$ cat config.mk
export PLATFORM = sky130hd
export DESIGN_NAME = regfile_wb_arbiter
export DESIGN_NICKNAME = d
export VERILOG_FILES = /design/src/rtl/regfile_wb_arbiter.sv
export SDC_FILE = /design/constraint.sdc
export NUM_CORES = 1
export LEC_CHECK = 0
export CORE_MARGIN = 1
export CORE_UTILIZATION = 35
export DETAILED_ROUTE_END_ITERATION = 6
export PLACE_DENSITY_LB_ADDON = 0.2
export SLEW_MARGIN = 20
export SYNTH_ARGS = -nofsm -noshare
export SYNTH_HDL_FRONTEND = slang
export SYNTH_SLANG_ARGS = --single-unit
$ cat constraint.sdc
create_clock -name clk -period 3.56 [get_ports clk]
set_clock_uncertainty 0.2 [all_clocks]
set_input_delay 0.356 -clock clk [delete_from_list [all_inputs] [get_ports clk]]
set_output_delay 0.356 -clock clk [all_outputs]
set_load 0.02 [all_outputs]
$ cat src/rtl/regfile_wb_arbiter.sv
// Two-requester round-robin write-back arbiter feeding one register-file
// write port. Index 0 is accepted but never written so x0 reads as zero.
module regfile_wb_arbiter #(
  parameter int ADDR_WIDTH = 5,
  parameter int DATA_WIDTH = 64
) (
  input  logic                  clk,
  input  logic                  rst,
  input  logic                  hold,
  input  logic                  a_valid,
  input  logic [ADDR_WIDTH-1:0] a_addr,
  input  logic [DATA_WIDTH-1:0] a_data,
  output logic                  a_ready,
  input  logic                  b_valid,
  input  logic [ADDR_WIDTH-1:0] b_addr,
  input  logic [DATA_WIDTH-1:0] b_data,
  output logic                  b_ready,
  output logic                  rf_wen,
  output logic [ADDR_WIDTH-1:0] rf_waddr,
  output logic [DATA_WIDTH-1:0] rf_wdata,
  output logic [15:0]           wr_count,
  output logic                  last_grant
);

  logic                  grant_a;
  logic                  grant_b;
  logic                  wr_hit;
  logic [ADDR_WIDTH-1:0] sel_addr;
  logic [DATA_WIDTH-1:0] sel_data;

  // Grant decision: single valid requester wins outright, contention goes
  // to whoever was not granted last; nothing is granted during hold or reset.
  always_comb begin
    grant_a = 1'b0;
    grant_b = 1'b0;
    if (!rst && !hold) begin
      if (a_valid && b_valid) begin
        grant_a = last_grant;
        grant_b = !last_grant;
      end else begin
        grant_a = a_valid;
        grant_b = b_valid;
      end
    end
  end

  assign a_ready = grant_a;
  assign b_ready = grant_b;

  // Select the granted payload; a grant to index 0 is consumed without a write.
  always_comb begin
    sel_addr = a_addr;
    sel_data = a_data;
    wr_hit   = 1'b0;
    if (grant_a) begin
      wr_hit = (a_addr != '0);
    end else if (grant_b) begin
      sel_addr = b_addr;
      sel_data = b_data;
      wr_hit   = (b_addr != '0);
    end
  end

  // Registered write port, write counter and round-robin pointer.
  always_ff @(posedge clk) begin
    if (rst) begin
      rf_wen     <= 1'b0;
      rf_waddr   <= '0;
      rf_wdata   <= '0;
      wr_count   <= 16'd0;
      last_grant <= 1'b1;
    end else begin
      rf_wen <= wr_hit;
      if (wr_hit) begin
        rf_waddr <= sel_addr;
        rf_wdata <= sel_data;
        wr_count <= wr_count + 16'd1;
      end
      if (grant_a) begin
        last_grant <= 1'b0;
      end else if (grant_b) begin
        last_grant <= 1'b1;
      end
    end
  end

endmodule

# Word level (Yosys, flattened, before mapping)
# Cells that the tools add are included.
# Widths: inputs -> output; s select.
[word_totals]
latch_bits = 0
output_inout_bits = 89
regBits = 87
wordCells = 26
inputBits = 143
memories = 0
mem_bits_rw = 0
rom_bits = 0
[classes]
eq_ne = 0
shifts = 0
magnitude_cmp = 0
mul = 0
n_div = 0
n_reduce_logical = 8
bitwise = 0
n_addsub = 1
muxes = 12
[op_table]
columns = ["cell", "n"]
rows = [
  ["$mux 64", 2],
  ["$add 16x1->16 const B", 1],
  ["$mux 5", 2],
  ["$reduce_bool 5->1", 2],
  ["$mux 1", 8],
  ["$logic_not 1->1", 3],
  ["$logic_and 1x1->1", 2],
  ["$reduce_bool 2->1", 1],
]

# Depth between registers and ports, before layout
[logic_depth]
depth_word = 5
ltp_mapped = 7
mapped_depth_nobuf = 6

# Worst setup path after synthesis
# OpenSTA, ideal clock, no wires.
[synth_path]
path_kind = "register to register"
start = "register wr_count[4]"
end = "register wr_count[15]"
arrival_time_ns = 1.743
n_path_buf = 0
synth_period_minus_slack_ns = 2.073
stages_incl_launch_ff = 6
path_slack_ns = 1.487
setup_ns = 0.130
cell_sequence = "dfxtp_1 -> nand3_2 -> nor3_2 -> nand4_1 -> or4b_1 -> mux2i_1"
[synth_between]
elab_chain_len = 1
[synth_lines]
columns = ["item", "line", "source"]
rows = [
  ["start, declared", "21", "output logic [15:0] wr_count,"],
  ["start signal, assigned", "77", "wr_count <= wr_count + 16'd1;"],
  ["$add 16x1->16", "77", ""],
]
# No other way between the ends.
# A chain may end at the register's enable or synchronous reset.

# Worst setup path after layout
[layout_path]
start = "input port b_addr[2]"
end = "register rf_wdata[41]"
[layout_between]
elab_chain_len = 3
[layout_lines]
columns = ["item", "line", "source"]
rows = [
  ["start, declared", "15", "input logic [ADDR_WIDTH-1:0] b_addr,"],
  ["$reduce_bool 5->1", "60", "wr_hit = (b_addr != '0);"],
  ["$mux 1", "57", "end else if (grant_b) begin"],
  ["$mux 1", "55", "if (grant_a) begin"],
  ["end signal, assigned", "76", "rf_wdata <= sel_data;"],
  ["end, declared", "20", "output logic [DATA_WIDTH-1:0] rf_wdata,"],
]
# No other way between the ends.

==> impl_results.md <==
* Worst-Skew Late Latency at 0.34 ns
* Placer's final routability congestion estimate at 0.7942
* Drt initial violations at 207
* Period utilization at 72.20%
* Sequential fraction of the synthesis area at 45.67%
* Maximum clock frequency at 389.1 MHz
* Layout Cells excl Fill at 826
* IO buf count at 231
* Htree depth at 3
* Outcome: finished, final reports clean
* Drt pass-1 iters at 4
* Mapped Cells at 479
* CTS Sinks at 87
* Final Hold Fails at 0
* Initial Utilization at 36.45%
* Number of I/O pins at 232
* Worst Max-Slew Pin Slew at 0.9148 ns
* Nets at 830
* Die height at 106.4 um
* CTS buffer count at 9
* Remaining DRCs at 0
* P per Cell Area at 351.4 mW/mm2
* Placed Cells at 811
* Clk buf depth at 2
* Crit start category: primary input
* Largest net degree at the start of global routing at 88
* Layout cells sized above 1 at 4.058%
* RSZ-0062 raised after global routing: false
* Syn_area_per_cell at 7.962 um2
* Max Slew Vio Count at 0
* Clock root buffer master: clkbuf_8
* Clock slew at the register clock pins of the worst setup and hold paths at 0.08 ns
* Dpl hpwl at 8470 um
* Leak at 0.002311 uW
* WL/cell at 14.61 um
* Commonest non-fill, non-tap cell in the layout: clkdlybuf4s50_1
* # diodes at 0
* DR vias at 4,241
* Crit Path Max Fanout at 41
* Max-Cap Viols at 0
* Final wirelength at 12,070 um
* Die width at 106.4 um
* Rows at 37
* Synthesized cell area at 0.003814 mm2
* Core area at 0.01046 mm2
* GR Overflow Total at 0
* First-pass GRT wire length at 18,650 um
* Antenna violations before repair at 0
* Final min period at 2.570 ns
* #FFs+latches synth at 87
* Area grow syn2layout at 66.04%
* Largest stage delay, worst path at 0.52 ns
* Syn_nets at 623
* Worst Hold Class: flop to flop
* Die area at 0.01132 mm2
* Reg-to-reg slack, setup at 1.16 ns
* Endpoints failing setup at 0
* All-layer global routing usage at 20.50%
* WP data arrival at 2.61 ns
* Routed Antenna Nets at 0
* Share of the synthesized area in the top cell type at 45.67%
* Setup_tns at 0 ns
* CTS Hold Bufs at 0
* Filler Cells Inserted at 956
* Maximum vdd drop at 0.1734 mV
* Top cell type by total area after synthesis: dfxtp_1
* CTS tree: built
* Kind of critical path: primary input to flop
* Post-CTS Setup Bufs at 0
* Vias in the first global route at 4,062
* Worst-path cell chain: clkdlybuf4s50_1 > or4_1 > nor2_1 > o22a_2 > inv_4 > buf_4 > a311oi_1
* Yosys warnings at 0
* Crit path capture type: flop
* Slowest cell on the critical path: or4_1
* Most frequent cells in the layout: clkdlybuf4s50_1, nand2_1, dfxtp_1
* CP required at 3.60 ns
* Area contributors post-synth: dfxtp_1, a311oi_1, nand2_1
* Max_slew headroom at 39.01%
* Cts repair resizes at 0
* Yosys cell types at 34
* Avg Vias per Cell at 5.134
==> worst paths after layout <==
check          startpoint           end  cells past startpoint
max reg2reg    last_grant  rf_wdata[41]                      7
min          wr_count[15]  wr_count[15]                      1
min reg2reg  wr_count[15]  wr_count[15]                      1
max             b_addr[2]  rf_wdata[41]                      7
==> registers in the layout, summed over array words and instances, names as in the netlist <==
register / flops
rf_wdata: 64
wr_count: 16
rf_waddr: 5
last_grant: 1
rf_wen: 1
==> layout make-up <==
type | count | area [um2] | share of cell area [%]
Timing Repair Buffer | 236 | 2357 | 37.23
Clock buffer | 10 | 137.6 | 2.173
Multi-Input combinational cell | 349 | 1887 | 29.80
Tap cell | 136 | 170.2 | 2.687
Inverter | 3 | 13.76 | 0.2173
Sequential cell | 87 | 1742 | 27.50
Clock inverter | 5 | 25.02 | 0.3952
==> per-stage QoR <==
stage	cell area (um2)	util (%)	total power [uW]	setup slack (ns)	hold WS, ns
after floorplan	3814	-	1335	1.487	0.3150
after global placement	6170	58.97	1646	0.7279	0.2522
after detailed placement	6170	58.97	1654	0.6600	0.2797
after CTS	6332	60.52	2251	1.036	0.2954
after global routing	6332	60.52	2337	0.8028	0.3219
final	6332	60.52	2225	0.9896	0.2896
==> cells by family after synthesis <==
| group | after synthesis | share of synthesized area, % |
|---|---|---|
| buf+inv | 43 | 4.856 |
| xor+xnor | 1 | 0.2297 |
| compound gates | 90 | 19.06 |
| simple gates | 247 | 27.20 |
| fa+ha+maj | 1 | 0.3280 |
| mux | 10 | 2.658 |
| flops | 87 | 45.67 |
==> per-layer routing <==
layer	track usage (%)	part of all wire, %	wire length, um	vias to the layer above
li1	-	-	-	2104
met1	23.01	41	4950	1946
met2	36.18	49	5941	162
met3	4.537	6.4	775	29
met4	10.52	3.3	398	0
met5	0	0	0	-
==> synth_stat cells <==
master / n
a211o_1: 1
a211oi_1: 5
a21oi_1: 10
a311oi_1: 64
and3_1: 1
buf_2: 10
buf_4: 1
buf_6: 1
clkbuf_1: 28
dfxtp_1: 87
ha_1: 1
inv_1: 1
inv_2: 2
mux2_1: 1
mux2i_1: 9
nand2_1: 138
nand2b_1: 6
nand3_1: 5
nand3_2: 2
nand4_1: 4
nand4b_1: 1
nor2_1: 74
nor2_2: 1
nor2b_1: 1
nor3_2: 1
nor3b_1: 1
nor4_1: 1
o21ai_1: 3
o22a_2: 1
o31ai_1: 6
or3_1: 2
or4_1: 8
or4b_1: 1
xnor2_1: 1
==> worst max-delay path: cells and delay by family <==
family                 cells  cell delay [ns]
buffers and inverters      3             0.94
AO/OA/AOI/OAI              2             0.67
AND/OR/NAND/NOR            2             0.63
==> report_power, final <==
part | switching [uW] | total (uW) | internal (uW)
Clock | 330 | 593 | 263
Sequential | 32.9 | 1070 | 1040
Combinational | 257 | 564 | 307
Power figures use the tool's default switching activity.
